File: src/rtl/sr_cmd_gen.sv
// sr_cmd_gen -- upstream command stage for an SR flip-flop.
//
// Raw asynchronous set/clear requests are synchronized (2 flops), debounced,
// edge-detected and turned into clean one-cycle s/r pulses. s and r can never
// be high together. After every pulse a hold-off window discards new events.
//
// Ports:
//   clk          rising-edge clock
//   rst_n        asynchronous active-low reset
//   set_req      raw asynchronous set request (active high)
//   clr_req      raw asynchronous clear request (active high)
//   s, r         registered one-cycle set / reset pulses
//   busy         high in SET_PULSE, CLR_PULSE and HOLDOFF (registered)
//   conflict     set and clear events coincided in IDLE (one cycle)
//   dropped      an event arrived while busy and was discarded (one cycle)
//   conflict_cnt saturating count of conflict/dropped pulses
//                (only when SR_CMD_CONFLICT_CNT_EN is defined)
//
// Optional feature macro: SR_CMD_CONFLICT_CNT_EN

// Per-channel synchronizer + debouncer + rising-edge detector.
module sr_cmd_db #(
  parameter int DEBOUNCE_CYCLES = 4
) (
  input  logic clk,
  input  logic rst_n,
  input  logic req,
  output logic ev
);
  localparam int CW = (DEBOUNCE_CYCLES > 1) ? $clog2(DEBOUNCE_CYCLES) : 1;

  logic [1:0]    sync;
  logic          db, db_q;
  logic [CW-1:0] cnt;

  always_ff @(posedge clk or negedge rst_n) begin
    if (!rst_n) begin
      sync <= '0;
      db   <= 1'b0;
      db_q <= 1'b0;
      cnt  <= '0;
    end else begin
      sync <= {sync[0], req};
      db_q <= db;
      // cnt holds the number of disagreeing samples already seen; the
      // DEBOUNCE_CYCLES-th consecutive one flips the level.
      if (sync[1] != db) begin
        if (cnt == CW'(DEBOUNCE_CYCLES - 1)) begin
          db  <= ~db;
          cnt <= '0;
        end else begin
          cnt <= cnt + 1'b1;
        end
      end else begin
        cnt <= '0;
      end
    end
  end

  assign ev = db & ~db_q;
endmodule

module sr_cmd_gen #(
  parameter int DEBOUNCE_CYCLES = 4,
  parameter int HOLDOFF_CYCLES  = 2,
  parameter int SET_PRIORITY    = 0
) (
  input  logic       clk,
  input  logic       rst_n,
  input  logic       set_req,
  input  logic       clr_req,
  output logic       s,
  output logic       r,
  output logic       busy,
  output logic       conflict,
  output logic       dropped
`ifdef SR_CMD_CONFLICT_CNT_EN
  ,output logic [7:0] conflict_cnt
`endif
);
  localparam int NUM_CH = 2;  // ch0 = set, ch1 = clear
  localparam int HW = (HOLDOFF_CYCLES > 1) ? $clog2(HOLDOFF_CYCLES) : 1;

  typedef enum logic [1:0] {IDLE, SET_PULSE, CLR_PULSE, HOLDOFF} state_t;

  logic [NUM_CH-1:0] req, ev;
  logic              ev_s, ev_r;
  state_t            state, state_nxt;
  logic [HW-1:0]     hcnt, hcnt_nxt;

  assign req = {clr_req, set_req};

  sr_cmd_db #(.DEBOUNCE_CYCLES(DEBOUNCE_CYCLES)) u_db [NUM_CH-1:0] (
    .clk   (clk),
    .rst_n (rst_n),
    .req   (req),
    .ev    (ev)
  );

  assign ev_s = ev[0];
  assign ev_r = ev[1];

  always_ff @(posedge clk or negedge rst_n) begin
    if (!rst_n) begin
      state <= IDLE;
      hcnt  <= '0;
      s     <= 1'b0;
      r     <= 1'b0;
      busy  <= 1'b0;
    end else begin
      state <= state_nxt;
      hcnt  <= hcnt_nxt;
      // Outputs registered from the next state so they are clean flop outputs.
      s     <= (state_nxt == SET_PULSE);
      r     <= (state_nxt == CLR_PULSE);
      busy  <= (state_nxt != IDLE);
    end
  end

  always_comb begin
    state_nxt = state;
    hcnt_nxt  = hcnt;
    conflict  = 1'b0;
    dropped   = 1'b0;
    case (state)
      IDLE: begin
        if (ev_s && ev_r) begin
          conflict  = 1'b1;
          state_nxt = (SET_PRIORITY != 0) ? SET_PULSE : CLR_PULSE;
        end else if (ev_s) begin
          state_nxt = SET_PULSE;
        end else if (ev_r) begin
          state_nxt = CLR_PULSE;
        end
      end
      SET_PULSE, CLR_PULSE: begin
        dropped   = ev_s | ev_r;
        hcnt_nxt  = '0;
        state_nxt = (HOLDOFF_CYCLES == 0) ? IDLE : HOLDOFF;
      end
      HOLDOFF: begin
        dropped = ev_s | ev_r;
        if (hcnt == HW'(HOLDOFF_CYCLES - 1)) begin
          state_nxt = IDLE;
          hcnt_nxt  = '0;
        end else begin
          hcnt_nxt = hcnt + 1'b1;
        end
      end
      default: state_nxt = IDLE;
    endcase
  end

`ifdef SR_CMD_CONFLICT_CNT_EN
  // conflict only occurs in IDLE and dropped only while busy, so at most one
  // of them is high in a cycle: a single +1 covers both.
  always_ff @(posedge clk or negedge rst_n) begin
    if (!rst_n)
      conflict_cnt <= 8'd0;
    else if ((conflict || dropped) && conflict_cnt != 8'hFF)
      conflict_cnt <= conflict_cnt + 8'd1;
  end
`else
  // No event counter in this build.
`endif
endmodule

File: config.mk
export PLATFORM = sky130hd
export DESIGN_NAME = sr_cmd_gen
export DESIGN_NICKNAME = d
export VERILOG_FILES = /design/src/rtl/sr_cmd_gen.sv
export SDC_FILE = /design/constraint.sdc
export NUM_CORES = 1
export LEC_CHECK = 0
export ABC_CLOCK_PERIOD_IN_PS = 3800
export CORE_MARGIN = 2
export CORE_UTILIZATION = 55
export DETAILED_ROUTE_END_ITERATION = 8
export GPL_ROUTABILITY_DRIVEN = 0
export PLACE_DENSITY = 0.76
export SLEW_MARGIN = 40
export SYNTH_ARGS = -nofsm -noshare
export SYNTH_HDL_FRONTEND = slang
export SYNTH_SLANG_ARGS = --single-unit
File: constraint.sdc
create_clock -name clk -period 3.8 [get_ports clk]
set_input_delay 0.76 -clock clk [delete_from_list [all_inputs] [get_ports clk]]
set_output_delay 0.76 -clock clk [all_outputs]
set_load 0.02 [all_outputs]
==> results.yml <==
run_status:
  status: "completed"
cells_and_area:
  fin_util_pct: 68.3
  diodes: 0
  drive_gt1_share_pct: 17.9
  nNetsFinal: 77
  area_growth_syn_to_layout_pct: 17.2
synth:
  synthesis.area_um2: 758
  avgSynthCellArea_um2: 13.8
  synthArstFlopShare_pct: 100
  synth_top_area_share_pct: 59.4
  netlist_top_cells_count: "18 x dfrtp_1, 5 x ha_1"
  yosysMostFrequentCell: "dfrtp_1"
  yosysWarningCount: 0
  synth.area.top_cells: "dfrtp_1 59%, ha_1 8.3%, mux2_2 4.5%"
  netlist.top_cell.by_area: "dfrtp_1"
  ys_types: 22
  synth_edf_count: 0
  synth_ff_type: "dfrtp_1"
  syn_inst: 55
  seq_area_frac_synth_pct: 59.4
  synth-seq-cells: 18
  syn-num-nets: 64
sta:
  rsz0062_at_grt: "no"
  slew_headroom_pct: 75.6
  setup_slack_ns: 1.28
  post-route-period-util_pct: 66.4
  max_freq_ghz: 0.396
  skew_ns: 0.00575
  setup_viol: 0
  slew_viol_final: 0
  worst_pin_slew_ns: 0.367
  hold_violations: 0
  fin_crit_ns: 2.52
  tns_ns: 0
worst_setup_path:
  rrSetupSlack_ns: 2.33
  startpoint: "state[1]$_DFF_PN0_"
  worst-path-buf-inv: 2
  cp.required_ns: 3.04
  crit_slowest_cell: "clkdlybuf4s50_1"
  crit_end: "conflict"
  critPathKind: "reg -> out"
  endpoint_kind: "output pin"
  reg2reg_from: "state[0]$_DFF_PN0_"
  reg2regPathDepth: 4
  crit_family: "buffers and inverters"
  worstPathArrival_ns: 1.76
  cp_max_fo: 5
  start_kind: "flop"
  reg2reg_to: "hcnt$_DFFE_PN0N_"
  crit_cells: 4
  worstPathCellList: "inv_1 > ha_1 > and3_1 > clkdlybuf4s50_1"
  slowest_delay_ns: 0.59
place:
  dp_slack_ns: 1.60
  portBuffers: 8
  hpwl_um: 769
global_routing:
  grt_overflow_total: 0
  grt_usage_pct: 15.6
  grt_max_degree: 19
  antenna_found_initial: 0
  grt_pass1_vias: 395
  grt_pass1_wl_um: 1640
die:
  ios: 9
  die-area_um2: 1690
  start_util_pct: 58.3
  core_um2: 1300
  die_w_um: 41.1
  die_h_um: 41.1
  num_rows: 13
cts:
  insertion_delay_ns: 0.28
  cts_root_buf: "clkbuf_4"
  postCtsHoldBufs: 0
  cts.sinks: 18
  cts_resized: 0
  post_cts_buffers: 0
  cts_tree: "done"
  htree_levels: 1
  clk_pin_slew_ns: 0.09
  cts_buffers: 3
  cts_buffer_depth: 2
worst_hold_path:
  hp-class: "reg -> reg"
drt:
  drt-pass1-iter-count: 2
  ant_nets: 0
  routed_wl_um: 975
  drtIter0Drc: 4
  viasPerCell: 5.45
  via_count: 447
  drc_errors: 0
  post_drt_wl_per_cell_um: 11.9
pwr:
  power_density_nw_per_um2: 878
  power_leakage_nw: 0.406
  ir_drop_mv: 0.584
flow_run:
  maxCapViolCount: 0
[layout make-up]
type / instances / area (um^2)
Multi-Input combinational cell: 34 / 297
Clock buffer: 4 / 36.3
Fill cell: 109 / 413
Sequential cell: 18 / 450
Tap cell: 15 / 18.8
Inverter: 3 / 11.3
Timing Repair Buffer: 8 / 75.1
[worst register-to-register path: stages (launching register included)]
cell,delay (ns)
dfrtp_1,0.46
inv_1,0.09
ha_1,0.29
inv_1,0.18
mux2_2,0.35
[worst min path at each step]
stage / startpoint / to / slack [ns] / cells past startpoint
finish: u_db[0].sync[0]$_DFF_PN0_ / u_db[0].sync[1]$_DFF_PN0_ / 0.35 / 0
global route: u_db[0].sync[0]$_DFF_PN0_ / u_db[0].sync[1]$_DFF_PN0_ / 0.36 / 0
CTS: u_db[0].sync[0]$_DFF_PN0_ / u_db[0].sync[1]$_DFF_PN0_ / 0.35 / 0
detailed placement: u_db[0].sync[0]$_DFF_PN0_ / u_db[0].sync[1]$_DFF_PN0_ / 0.34 / 0
global placement: u_db[0].sync[0]$_DFF_PN0_ / u_db[0].sync[1]$_DFF_PN0_ / 0.33 / 0
floorplan: u_db[0].sync[0]$_DFF_PN0_ / u_db[0].sync[1]$_DFF_PN0_ / 0.33 / 0
[metal layers]
layer  track usage [%]  wire (um)
met1              18.0        466
met2              25.0        462
met3              8.15         41
met4              4.84          5
met5                 0          0
[cell usage in the layout (no fill, tap or decap)]
| cell | Yosys | final |
|---|---|---|
| dfrtp_1 | 18 | 18 |
| nand2b_1 | 1 | 1 |
| nor3b_1 | 1 | 1 |
| o211ai_1 | 3 | 3 |
| a211oi_1 | 1 | 1 |
| nor2_1 | 2 | 2 |
| nand2_1 | 1 | 1 |
| a211o_1 | 1 | 1 |
| ha_1 | 5 | 5 |
| and3_1 | 2 | 2 |
| nor2b_1 | 3 | 3 |
| mux2_2 | 3 | 3 |
| and2_1 | 2 | 2 |
| xor2_1 | 1 | 1 |
| o311ai_1 | 1 | 1 |
| inv_1 | 3 | 3 |
| clkbuf_4 | 0 | 3 |
| xnor2_1 | 1 | 1 |
| nor3_1 | 2 | 2 |
| nor2b_2 | 1 | 1 |
| buf_2 | 0 | 1 |
| clkbuf_8 | 0 | 1 |
| a22oi_2 | 1 | 1 |
| clkdlybuf4s50_1 | 0 | 7 |
| nor2b_4 | 1 | 1 |
| a31oi_4 | 1 | 1 |
[through the flow]
step	power (mW)	instances	hold WS (ns)	area, um^2
detailed placement	0.679	78	0.340	857
global placement	0.668	78	0.333	857
floorplan	0.577	55	0.331	758
global route	0.850	82	0.364	888
finish	0.780	82	0.352	888
CTS	0.792	82	0.355	893
[registers in the layout, indices dropped and copies added (netlist names)]
register   count
busy           1
hcnt           1
r              1
s              1
state          2
u_db.cnt       4
u_db.db        2
u_db.db_q      2
u_db.sync      4
[where the power goes]
| part | switching, mW | internal, mW | total, mW |
|---|---|---|---|
| registers | 0.0504 | 0.263 | 0.314 |
| clock network | 0.0521 | 0.0583 | 0.110 |
| logic | 0.177 | 0.179 | 0.356 |
| total | 0.280 | 0.500 | 0.780 |
[logic make-up after synthesis]
family	after synthesis	synth area share, %
flops	18	59.4
simple gates	16	13.4
compound gates	8	10.7
fa+ha+maj	5	8.25
buf+inv	3	1.49
mux	3	4.46
xor+xnor	2	2.31
No activity file was read; power rests on OpenSTA's default activity.
